--- src/rtl/mig_app_pkg.sv ---
`default_nettype none
// ============================================================================
// Module      : mig_app_pkg
// Description : Shared constants and types for the MIG app-interface arbiter.
// Revision    : 1.0 - initial release
// ============================================================================
package mig_app_pkg;

    localparam int ADDR_WIDTH_DEF = 28;
    localparam int DATA_WIDTH_DEF = 128;

    localparam logic [2:0] CMD_WRITE = 3'b000;
    localparam logic [2:0] CMD_READ  = 3'b001;

    typedef enum logic [0:0] {
        ST_IDLE  = 1'b0,
        ST_ISSUE = 1'b1
    } arb_state_t;

endpackage
`default_nettype wire

--- src/rtl/mig_tag_fifo.sv ---
`default_nettype none
// ============================================================================
// Module      : mig_tag_fifo
// Description : 1-bit wide synchronous FIFO recording the owner of each
//               outstanding read. dout is valid combinationally when !empty.
// Revision    : 1.0 - initial release
// ============================================================================
module mig_tag_fifo #(
    parameter int DEPTH = 8
) (
    input  logic clk,
    input  logic rst,
    input  logic push,
    input  logic pop,
    input  logic din,
    output logic dout,
    output logic full,
    output logic empty
);

    localparam int PTR_W = $clog2(DEPTH);
    localparam logic [PTR_W:0] FULL_COUNT = (PTR_W + 1)'(DEPTH);

    logic [DEPTH-1:0] r_mem;
    logic [PTR_W-1:0] r_wr_ptr;
    logic [PTR_W-1:0] r_rd_ptr;
    logic [PTR_W:0]   r_count;
    logic             w_do_push;
    logic             w_do_pop;

    assign empty     = (r_count == '0);
    assign full      = (r_count == FULL_COUNT);
    assign dout      = r_mem[r_rd_ptr];
    assign w_do_pop  = pop && !empty;
    // A push into a full FIFO is only legal when a pop frees a slot this cycle.
    assign w_do_push = push && (!full || w_do_pop);

    // Pointer, occupancy and storage update; pointers wrap naturally.
    always_ff @(posedge clk) begin
        if (rst) begin
            r_wr_ptr <= '0;
            r_rd_ptr <= '0;
            r_count  <= '0;
        end else begin
            if (w_do_push) begin
                r_mem[r_wr_ptr] <= din;
                r_wr_ptr        <= r_wr_ptr + PTR_W'(1);
            end
            if (w_do_pop) begin
                r_rd_ptr <= r_rd_ptr + PTR_W'(1);
            end
            if (w_do_push && !w_do_pop) begin
                r_count <= r_count + (PTR_W + 1)'(1);
            end else if (w_do_pop && !w_do_push) begin
                r_count <= r_count - (PTR_W + 1)'(1);
            end
        end
    end

endmodule
`default_nettype wire

--- src/rtl/mig_app_arbiter.sv ---
`default_nettype none
// ============================================================================
// Module      : mig_app_arbiter
// Description : Round-robin arbiter sharing one MIG DDR3 app interface
//               between two requesters, with in-order read-data steering.
// Revision    : 1.0 - initial release
// ============================================================================
module mig_app_arbiter
    import mig_app_pkg::*;
#(
    parameter int ADDR_WIDTH = ADDR_WIDTH_DEF,
    parameter int DATA_WIDTH = DATA_WIDTH_DEF,
    parameter int RD_DEPTH   = 8
) (
    input  logic                        clk,
    input  logic                        rst,
    input  logic                        calib_done,
    input  logic [1:0]                  req_valid,
    output logic [1:0]                  req_ready,
    input  logic [1:0]                  req_rd,
    input  logic [2*ADDR_WIDTH-1:0]     req_addr,
    input  logic [2*DATA_WIDTH-1:0]     req_wdata,
    input  logic [2*(DATA_WIDTH/8)-1:0] req_mask,
    output logic [1:0]                  rsp_valid,
    output logic [DATA_WIDTH-1:0]       rsp_data,
    output logic [ADDR_WIDTH-1:0]       app_addr,
    output logic [2:0]                  app_cmd,
    output logic                        app_en,
    input  logic                        app_rdy,
    output logic [DATA_WIDTH-1:0]       app_wdf_data,
    output logic [(DATA_WIDTH/8)-1:0]   app_wdf_mask,
    output logic                        app_wdf_wren,
    output logic                        app_wdf_end,
    input  logic                        app_wdf_rdy,
    input  logic [DATA_WIDTH-1:0]       app_rd_data,
    input  logic                        app_rd_data_valid,
    output logic                        err_underflow
);

    localparam int MASK_WIDTH = DATA_WIDTH / 8;

    arb_state_t             r_state;
    arb_state_t             w_state_next;
    logic                   r_grant;
    logic                   r_last_grant;
    logic                   r_cmd_pend;
    logic                   r_dat_pend;
    logic [ADDR_WIDTH-1:0]  r_addr;
    logic [2:0]             r_cmd;
    logic [DATA_WIDTH-1:0]  r_wdata;
    logic [MASK_WIDTH-1:0]  r_mask;
    logic                   r_err;

    logic [1:0]             w_eligible;
    logic                   w_grant_go;
    logic                   w_grant_id;
    logic                   w_done;
    logic                   w_cmd_pend_next;
    logic                   w_dat_pend_next;
    logic                   w_tag_full;
    logic                   w_tag_empty;
    logic                   w_tag_dout;
    logic                   w_tag_push;
    logic                   w_tag_pop;

    // A read can only be granted while a tag slot is free; writes never wait.
    for (genvar gi = 0; gi < 2; gi++) begin : g_elig
        assign w_eligible[gi] = req_valid[gi] && calib_done && !(req_rd[gi] && w_tag_full);
    end

    assign app_en        = r_cmd_pend;
    assign app_wdf_wren  = r_dat_pend;
    assign app_wdf_end   = r_dat_pend;
    assign app_addr      = r_addr;
    assign app_cmd       = r_cmd;
    assign app_wdf_data  = r_wdata;
    assign app_wdf_mask  = r_mask;
    assign err_underflow = r_err;
    assign rsp_data      = app_rd_data;

    assign w_tag_push = app_en && app_rdy && (r_cmd == CMD_READ);
    assign w_tag_pop  = app_rd_data_valid && !w_tag_empty;

    mig_tag_fifo #(
        .DEPTH (RD_DEPTH)
    ) u_tag_fifo (
        .clk   (clk),
        .rst   (rst),
        .push  (w_tag_push),
        .pop   (w_tag_pop),
        .din   (r_grant),
        .dout  (w_tag_dout),
        .full  (w_tag_full),
        .empty (w_tag_empty)
    );

    // Next-state, grant selection and completion pulse.
    always_comb begin
        w_state_next    = r_state;
        w_grant_go      = 1'b0;
        w_grant_id      = 1'b0;
        w_done          = 1'b0;
        req_ready       = 2'b00;
        w_cmd_pend_next = r_cmd_pend && !app_rdy;
        w_dat_pend_next = r_dat_pend && !app_wdf_rdy;
        case (r_state)
            ST_IDLE: begin
                if (|w_eligible) begin
                    w_grant_go   = 1'b1;
                    // Both eligible: the one not served last wins.
                    w_grant_id   = (&w_eligible) ? ~r_last_grant : w_eligible[1];
                    w_state_next = ST_ISSUE;
                end
            end
            ST_ISSUE: begin
                if (!w_cmd_pend_next && !w_dat_pend_next) begin
                    w_done             = 1'b1;
                    req_ready[r_grant] = !rst;
                    w_state_next       = ST_IDLE;
                end
            end
            default: w_state_next = ST_IDLE;
        endcase
    end

    // Read data is steered to the owner recorded at the head of the tag FIFO.
    always_comb begin
        rsp_valid = 2'b00;
        if (w_tag_pop && !rst) begin
            rsp_valid[w_tag_dout] = 1'b1;
        end
    end

    // State register and command capture at grant time.
    always_ff @(posedge clk) begin
        if (rst) begin
            r_state      <= ST_IDLE;
            r_grant      <= 1'b0;
            r_last_grant <= 1'b1;
            r_cmd_pend   <= 1'b0;
            r_dat_pend   <= 1'b0;
            r_addr       <= '0;
            r_cmd        <= CMD_WRITE;
            r_wdata      <= '0;
            r_mask       <= '0;
        end else begin
            r_state <= w_state_next;
            if (w_grant_go) begin
                r_grant    <= w_grant_id;
                r_addr     <= w_grant_id ? req_addr[2*ADDR_WIDTH-1:ADDR_WIDTH]
                                         : req_addr[ADDR_WIDTH-1:0];
                r_cmd      <= req_rd[w_grant_id] ? CMD_READ : CMD_WRITE;
                r_wdata    <= w_grant_id ? req_wdata[2*DATA_WIDTH-1:DATA_WIDTH]
                                         : req_wdata[DATA_WIDTH-1:0];
                r_mask     <= w_grant_id ? req_mask[2*MASK_WIDTH-1:MASK_WIDTH]
                                         : req_mask[MASK_WIDTH-1:0];
                r_cmd_pend <= 1'b1;
                r_dat_pend <= !req_rd[w_grant_id];
            end else begin
                r_cmd_pend <= w_cmd_pend_next;
                r_dat_pend <= w_dat_pend_next;
            end
            if (w_done) begin
                r_last_grant <= r_grant;
            end
        end
    end

    // Sticky flag: read data arrived with no outstanding read to own it.
    always_ff @(posedge clk) begin
        if (rst) begin
            r_err <= 1'b0;
        end else if (app_rd_data_valid && w_tag_empty) begin
            r_err <= 1'b1;
        end
    end

endmodule
`default_nettype wire

--- config.mk ---
export PLATFORM = sky130hd
export DESIGN_NAME = mig_app_arbiter
export DESIGN_NICKNAME = d
export VERILOG_FILES = /design/src/rtl/mig_app_pkg.sv /design/src/rtl/mig_tag_fifo.sv /design/src/rtl/mig_app_arbiter.sv
export SDC_FILE = /design/constraint.sdc
export NUM_CORES = 1
export LEC_CHECK = 0
export CORE_AREA = 2 2 307 309
export DETAILED_ROUTE_END_ITERATION = 16
export DIE_AREA = 0 0 309 311
export GPL_ROUTABILITY_DRIVEN = 0
export SKIP_CTS_REPAIR_TIMING = 1
export SLEW_MARGIN = 20
export SYNTH_ARGS = -nofsm -noshare
export SYNTH_HDL_FRONTEND = slang
export SYNTH_SLANG_ARGS = --single-unit
--- constraint.sdc ---
create_clock -name clk -period 4.9 [get_ports clk]
set_input_delay 0.49 -clock clk [delete_from_list [all_inputs] [get_ports clk]]
set_output_delay 0.49 -clock clk [all_outputs]
set_load 0.02 [all_outputs]
# Word level (Yosys, flattened, before mapping)
# Cells that the tools add are included.
# Widths: inputs -> output; s select.
[classes]
n_mul = 0
add_sub_neg = 4
mux = 31
bitwise_logic = 4
n_lt_le_gt_ge = 8
shifts = 0
n_reduce_logical = 39
n_eq_ne = 2
n_div = 0
[ops]
columns = ["operator", "count"]
rows = [
  ["$mux 128", 1],
  ["$mux 28", 1],
  ["$logic_and 1x1->1", 21],
  ["$mux 1", 17],
  ["$mux 16", 1],
  ["$logic_not 1->1", 12],
  ["$bwmux 8", 1],
  ["$lt 3x4->1 const B", 2],
  ["$mux 4", 2],
  ["$add 3x1->3 const B", 2],
  ["$lt 1x2->1 const B", 3],
  ["$mux 2", 3],
  ["$add 4x1->4 const B", 1],
  ["$eq 4x4->1 const B", 1],
  ["$logic_not 4->1", 1],
  ["$reduce_and 2->1", 2],
  ["$sub 4x1->4 const B", 1],
  ["$bmux 1 s3", 1],
  ["$demux 1 s3", 1],
  ["$eq 3x1->1 const B", 1],
  ["$ge 3x1->1 const B", 1],
  ["$not 1->1", 3],
  ["$and 2x2->2", 1],
  ["$demux 1 s1", 2],
  ["5 further kinds", 6],
]
[totals]
output_inout_bits = 311
mem_bits_ro = 0
mem_count = 0
latch_bits = 0
ram_bits = 0
in_bits = 482
elab_cells = 102
register_bits = 199

# Logic depth before layout (Yosys ltp)
# Gate-level depths: netlist of the first run.
[depth]
word_depth = 12
depth_mapped = 11
mapped_depth_nobuf = 11

# Modules after synthesis
# A second synthesis of the first run with hierarchy kept.
[unflattened]
cells_unflattened = 1216
hier_area_um2 = 10692.8
[modules_own_cells]
columns = ["module", "n_inst", "seq_area_each_um2", "cells_each", "area_per_inst_um2"]
rows = [
  ["mig_app_arbiter", 1, 3583.4, 1135, 9786.9],
  ["mig_tag_fifo", 1, 440.4, 81, 905.9],
]

# Worst setup path before layout of the first run
# Ideal clock, no wire load.
[synth_timing]
kind = "flip-flop to flip-flop"
start = "register u_tag_fifo.r_count[0]"
end = "register u_tag_fifo.r_count[3]"
arrival_ps = 2644
path_slack_ps = 2185
path_stages_with_launch = 12
required_time_ps = 4829
path_buffers = 0
period_less_slack_ps = 2715
setup_time_ps = 71
cell_sequence = "dfxtp_1 > or4b_4 > o2111ai_4 > inv_2 > ha_1 > inv_1 > ha_1 > a21o_1 > a21oi_1 > xnor2_1 > or3_1 > a21oi_1"
[synth_via]
elab_chain_cells = 9
word_cells_on_any_way = 17
cone_classes = "add/sub: 2; eq/ne: 1; mux: 2; reduce/logical: 12"
[synth_rtl]
columns = ["element", "line", "source"]
rows = [
  ["start, declared", "mig_tag_fifo.sv:27", "logic [PTR_W:0] r_count;"],
  ["start signal, assigned", "mig_tag_fifo.sv:53", "r_count <= r_count + (PTR_W + 1)'(1);"],
  ["start signal, assigned", "mig_tag_fifo.sv:55", "r_count <= r_count - (PTR_W + 1)'(1);"],
  ["$logic_not 4->1", "mig_tag_fifo.sv:31", "assign empty = (r_count == '0);"],
  ["$logic_not 1->1", "mig_tag_fifo.sv:34, mig_app_arbiter.sv:82", ""],
  ["$logic_and 1x1->1", "mig_app_arbiter.sv:82", "assign w_tag_pop = app_rd_data_valid && !w_tag_empty;"],
  ["$logic_and 1x1->1", "mig_tag_fifo.sv:34", "assign w_do_pop = pop && !empty;"],
  ["$logic_or 1x1->1", "mig_tag_fifo.sv:36", "assign w_do_push = push && (!full || w_do_pop);"],
  ["$logic_and 1x1->1", "mig_tag_fifo.sv:36", ""],
  ["$logic_not 1->1", "mig_tag_fifo.sv:54", "end else if (w_do_pop && !w_do_push) begin"],
  ["$logic_and 1x1->1", "mig_tag_fifo.sv:54", ""],
  ["$reduce_bool 2->1 (no line)", "--", ""],
]
# Several ways; a longest one is shown, not always the timed one. The select of a mux whose other input is x is not followed.
# A chain may end at the register's enable or synchronous reset.

# Worst setup path after layout of the first run
[layout_timing]
start = "register u_tag_fifo.r_rd_ptr[0]"
end = "output rsp_valid[0]"
[layout_via]
elab_chain_cells = 7
word_cells_on_any_way = 8
cone_classes = "order compare: 2; mux: 5; reduce/logical: 1"
[layout_rtl]
columns = ["element", "line", "source"]
rows = [
  ["start, declared", "mig_tag_fifo.sv:26", "logic [PTR_W-1:0] r_rd_ptr;"],
  ["start signal, assigned", "mig_tag_fifo.sv:50", "r_rd_ptr <= r_rd_ptr + PTR_W'(1);"],
  ["$bmux 1 s3 *", "mig_tag_fifo.sv:33", "assign dout = r_mem[r_rd_ptr];"],
  ["$mux 1 (implied by the code) *", "mig_tag_fifo.sv:33", ""],
  ["$lt 1x2->1 (implied by the code) or $ge 1x1->1 (tied branches)", "mig_app_arbiter.sv:130", "rsp_valid[w_tag_dout] = 1'b1;"],
  ["$logic_and 1x1->1 (implied by the code)", "mig_app_arbiter.sv:130", ""],
  ["$mux 1 (implied by the code)", "mig_app_arbiter.sv:130", ""],
  ["$demux 1 s1 *", "mig_app_arbiter.sv:130", ""],
  ["$mux 2 *", "mig_app_arbiter.sv:129", "if (w_tag_pop && !rst) begin"],
  ["end, declared", "mig_app_arbiter.sv:24", "output logic [1:0] rsp_valid,"],
]
# Every way passes the cells marked *; elsewhere a longest branch is shown, timed or not. The select of a mux whose other input is x is not followed.

==> results of run 1 <==
-- cells by family (layout without fill, tap and decap cells) --
| family | after synthesis | in the layout | synth area share [%] |
|---|---|---|---|
| AND/OR/NAND/NOR | 395 | 395 | 16.3 |
| AO/OA/AOI/OAI | 366 | 366 | 21.8 |
| buffers and inverters | 234 | 588 | 17.7 |
| flip-flops | 197 | 197 | 41.9 |
| adder cells (fa/ha/maj) | 6 | 6 | 0.859 |
| XOR/XNOR | 6 | 6 | 0.547 |
| multiplexers | 6 | 6 | 0.885 |
| other | 1 | 4 | 0.0390 |
-- per-layer routing --
metal  share of wire [%]  vias to the layer above
met4                 3.0                        6
met2                  45                      554
li1                    -                     4738
met3                  12                       73
met1                  40                     4295
met5               0.084                        -
-- flip-flops by register name, summed over array words and instances (netlist names), 3 cells and up --
| name | cells |
|---|---|
| app_addr | 28 |
| u_tag_fifo.r_wr_ptr | 3 |
| app_wdf_mask | 16 |
| app_wdf_data | 128 |
| u_tag_fifo.r_count | 4 |
| u_tag_fifo.r_rd_ptr | 3 |
| u_tag_fifo.r_mem | 8 |
-- critical path, stage by stage, from the launching register on --
cell,delay (ns)
dfxtp_1,0.43
mux4_2,0.52
mux2i_1,0.18
nor3b_1,0.46
clkdlybuf4s50_1,0.71
-- metrics by stage --
| step | utilization (%) | std cells |
|---|---|---|
| 2_1_floorplan | - | 1212 |
| 3_3_place_gp | 16.2 | 2788 |
| 3_5_place_dp | 16.2 | 2788 |
| 4_1_cts | 16.9 | 2820 |
| 5_1_grt | 16.9 | 2820 |
| 6_report | 16.9 | 2822 |
-- synthesized netlist by cell type (all sizes together), types with 3 or more instances --
cell	instances	area [sq um]
a21oi	10	50.1
a31oi	173	1080
buf	206	1590
clkbuf	24	90.1
dfxtp	189	3780
edfxtp	8	240
ha	5	62.6
inv	4	15.0
mux2i	4	40.0
nand2	357	1340
nand2b	3	18.8
nor2	15	56.3
nor3	6	30.0
o21ai	176	892
xnor2	3	26.3
xor2	3	26.3
-- power by group through the flow --
stage	clock network (mW)	registers, mW	logic (mW)
after floorplan	0	2.16	0.799
after global placement	0	1.98	1.59
after CTS	1.59	1.95	1.60
after global routing	1.64	1.97	1.72
after detailed placement	0	1.98	1.59
final	1.50	1.95	1.58
-- worst max-delay path by stage --
stage / slack [ns] / depth (start not counted) / to / from
5_1_grt: 1.27 / 4 / rsp_valid[0] / u_tag_fifo.r_rd_ptr[0]
2_1_floorplan: 2.19 / 11 / u_tag_fifo.r_count[3] / u_tag_fifo.r_count[0]
3_3_place_gp: 1.67 / 4 / rsp_valid[0] / app_rd_data_valid
4_1_cts: 1.29 / 4 / rsp_valid[0] / u_tag_fifo.r_rd_ptr[0]
3_5_place_dp: 1.69 / 4 / rsp_valid[0] / app_rd_data_valid
6_report: 1.62 / 4 / rsp_valid[0] / u_tag_fifo.r_rd_ptr[0]
-- layout make-up --
| type | instances | area, sq um | area share [%] |
|---|---|---|---|
| clock buffers | 19 | 443 | 2.83 |
| well taps | 1254 | 1570 | 10.0 |
| clock inverters | 13 | 140 | 0.895 |
| diodes | 2 | 5.00 | 0.0320 |
| inverters | 4 | 20.0 | 0.128 |
| flip-flops and latches | 197 | 4020 | 25.7 |
| repair buffers | 552 | 5540 | 35.4 |
| multi-input cells | 781 | 3910 | 25.0 |
==> impl_metrics.toml, run 1 <==
[grt]
grt_pass1_vias = 9202
overflow = 0
grt_pass1_wl_um = 60200
grtUsageMet2_pct = 13.7
grt_max_degree = 119
grt-busiest-layer = "met2"
grtUsageMet3_pct = 4.89
use_met1_pct = 9.34
antenna_found_initial = 5
grt_use_total_pct = 8.61

[power]
internal_power_mw = 3.32
power.total_mw = 5.02
clock_power_share_pct = 29.8
seq_power_share_pct = 38.8
leakagePower_nw = 5.51
power_density_mw_per_mm2 = 321
ir_worst_vdd_v = 0.000271
combinationalPowerShare_pct = 31.5
p_sw_mw = 1.70
swShare_pct = 33.9

[sta]
final_hold_viol_count = 0
slew_viol_final = 0
final.setup.tns_ns = 0
hold_slack_ns = 0.488
grt_setup_unrepaired = "no"
finalSetupViolCount = 0
period_share_pct = 66.9
finClkSkew_ns = 0.0171
maxSlewHeadroom_pct = 45.8
fin_crit_ns = 3.28
worst_pin_slew_ns = 0.814
setup_ws_ns = 1.62
max_freq_ghz = 0.305

[min_path]
whs_endpoint = "r_last_grant"
hold_depth = 2
hold_path_class = "flop to flop"
hp-start = "r_last_grant"

[finish]
fin_area_sq_mm = 0.0156
area_growth_pct = 62.9
fillers = 10500
nets = 2041
layout_common_cells = "clkdlybuf4s50_1, nand2_1, dfxtp_1"
final_common_cell = "clkdlybuf4s50_1"
drive_above_1_share_pct = 3.96

[detailed_routing]
vias_per_cell = 3.43
drc = 0
first_pass_iters = 5
wl_per_cell_um = 15.1
vias = 9666
drt-total-wl_um = 42700
ant_nets = 0
drt_iter0_drc = 614

[critical_path]
critPathKind = "flop to primary output"
worstReg2RegStart = "u_tag_fifo.r_count[0]"
r2r_end = "u_tag_fifo.r_count[3]"
cp_data_arrival_time_ns = 2.79
regToRegSetupSlack_ns = 1.95
cp.required_ns = 4.41
start_kind = "flop"
worstPathMaxFanout = 4
cp-end-kind = "primary output"
reg2reg_depth = 11

[place]
dp_slack_ns = 1.69
place_area_sq_mm = 0.0151
numPortBuffers = 534
dp_hpwl_um = 32600

[status]
status = "completed"

[clocking]
htree_levels = 4
cts_buffers = 17
clockBufferDepth = 2
cts_tree = "done"
clock-root-buffer = "clkbuf_16"
path_clk_slew_ns = 0.08
cts_sinks = 197
clkLatencyLatePin_ns = 0.51

[job]
cap_violations = 0

[floorplan]
start_util_pct = 10.4
coreArea_sq_mm = 0.0928
rows = 112
die_w_um = 309
dieArea_sq_mm = 0.0961
io_pins = 793
die-height_um = 311

[synth]
ys_ff_latch = 197
synth-seq-area-share_pct = 41.9
synth_cells = 1211
ys.flop_type = "dfxtp_1"
yosys_warnings = 0
synth.cell_area_sq_mm = 0.00961
synth_edf_count = 8
synth.distinct_cells = 40
async_flop_share_pct = 0
avgSynthCellArea_sq_um = 7.93
No activity file was read; power rests on OpenSTA's default activity.
==> inputs of run 2 (changes only) <==
- clock period: 4.9 -> 3.3 ns (I/O delays scaled with it)
==> impl_metrics.toml, run 2 (synthesis results as in run 1) <==
[status]
status = "completed"

[critical_path]
critPathTopFamily = "multiplexers"
cp.required_ns = 2.97
slowest_stage = "clkdlybuf4s50_1"
cp_data_arrival_time_ns = 2.69
start_kind = "flop"
worstPathMaxFanout = 4
critPathKind = "flop to primary output"
critPathCapture = "rsp_valid[0]"
r2r_end = "u_tag_fifo.r_count[3]"
reg2reg_depth = 11
cp-startpoint = "u_tag_fifo.r_rd_ptr[0]"
worst-path-stages = 4
worstReg2RegStart = "u_tag_fifo.r_count[0]"
regToRegSetupSlack_ns = 0.34
cp_num_buf_inv = 1
cp-end-kind = "primary output"
max_stage_delay_ns = 0.63
crit_chain = "mux4_2, mux2i_2, nor3b_1, clkdlybuf4s50_1"

[power]
leakagePower_nw = 5.66
seq_power_share_pct = 38.2
swShare_pct = 33.0
clock_power_share_pct = 29.6
p_sw_mw = 2.49
ir_worst_vdd_v = 0.000387
power.total_mw = 7.56
power_density_mw_per_mm2 = 475
combinationalPowerShare_pct = 32.2
internal_power_mw = 5.07

[sta]
final_hold_viol_count = 0
grt_setup_unrepaired = "no"
finClkSkew_ns = 0.0164
finalSetupViolCount = 0
slew_viol_final = 0
maxSlewHeadroom_pct = 52.8
final.setup.tns_ns = 0
period_share_pct = 91.4
fin_crit_ns = 3.02
max_freq_ghz = 0.332
worst_pin_slew_ns = 0.709

[finish]
drive_above_1_share_pct = 5.47
area_growth_pct = 65.6
layout_common_cells = "clkdlybuf4s50_1, nand2_1, dfxtp_1"
final_common_cell = "clkdlybuf4s50_1"
largest_reg_flops = 128
nets = 2069

[clocking]
clkLatencyLatePin_ns = 0.51
cts_tree = "done"
clock-root-buffer = "clkbuf_16"
clockBufferDepth = 2
cts_sinks = 197
path_clk_slew_ns = 0.09
cts_buffers = 17
htree_levels = 4

[grt]
grt_pass1_wl_um = 60600
overflow = 0
antenna_found_initial = 7
grt_pass1_vias = 9299
grt_use_total_pct = 8.66
grt_max_degree = 105

[place]
numPortBuffers = 534
dp_hpwl_um = 33600

[floorplan]
dieArea_sq_mm = 0.0961
coreArea_sq_mm = 0.0928
die_w_um = 309
start_util_pct = 10.4
rows = 112
die-height_um = 311
io_pins = 793

[detailed_routing]
first_pass_iters = 5
ant_nets = 0
drc = 0
vias = 9706
drt_iter0_drc = 550
vias_per_cell = 3.41
wl_per_cell_um = 15.3
drt-total-wl_um = 43500

[min_path]
hold_path_class = "input port to flop"

[job]
cap_violations = 0
-- run 2: cell types whose count changed in the layout (fill, tap and decap cells not counted), moves of 2 or more --
cell,change
clkinv_4,-2
inv_6,-2
buf_4,+24
buf_12,+4
-- run 2: cell type report --
cell class              count  area (sq um)
multi-input cells         781          3910
clock buffers              20           458
well taps                1254          1570
repair buffers            580          5800
clock inverters             9           120
inverters                   4          20.0
diodes                      3          7.51
fillers                 10500         76900
flip-flops and latches    197          4020
-- run 2: how the worst min path moves through the flow --
| stage | startpoint | to | slack [ns] | cells past startpoint |
|---|---|---|---|---|
| floorplan | r_last_grant | r_last_grant | 0.44 | 2 |
| global placement | r_last_grant | r_last_grant | 0.46 | 2 |
| detailed placement | r_last_grant | r_last_grant | 0.47 | 2 |
| CTS | req_wdata[196] | app_wdf_data[68] | 0.31 | 3 |
| global route | req_wdata[53] | app_wdf_data[53] | 0.34 | 3 |
| finish | req_wdata[31] | app_wdf_data[31] | 0.38 | 3 |
-- run 2: tightest hold or removal path, delay by kind of cell --
| family | cells | cell delay [ns] |
|---|---|---|
| buffers and inverters | 1 | 0.39 |
| AOI/OAI and AO/OA | 1 | 0.07 |
| and+or+nand+nor | 1 | 0.06 |
-- run 2: power groups by stage --
stage                     clock [mW]  combinational (mW)  sequential, mW
after floorplan                    0                1.19            3.20
after global placement             0                2.45            2.93
after detailed placement           0                2.45            2.94
after CTS                       2.37                2.46            2.89
after global routing            2.43                2.63            2.92
final                           2.24                2.43            2.89
-- run 2: metrics by stage --
step	std cells	hold WS [ns]	setup slack (ns)	util, %	cell area (sq um)
after floorplan	1212	0.445	0.585	-	9610
after global placement	2816	0.461	0.376	16.5	15300
after detailed placement	2816	0.466	0.353	16.5	15300
after CTS	2845	0.309	0.0467	17.1	15900
after global routing	2847	0.345	0.0938	17.1	15900
final	2848	0.382	0.285	17.2	15900
-- run 2: per-layer routing --
layer  GRT usage (%)  vias to the layer above  routed length [um]
met4            3.70                        6                1060
li1                -                     4776                   -
met1            9.03                     4343               16700
met2            13.8                      523               19800
met5               0                        -                  28
met3            5.41                       58                5850
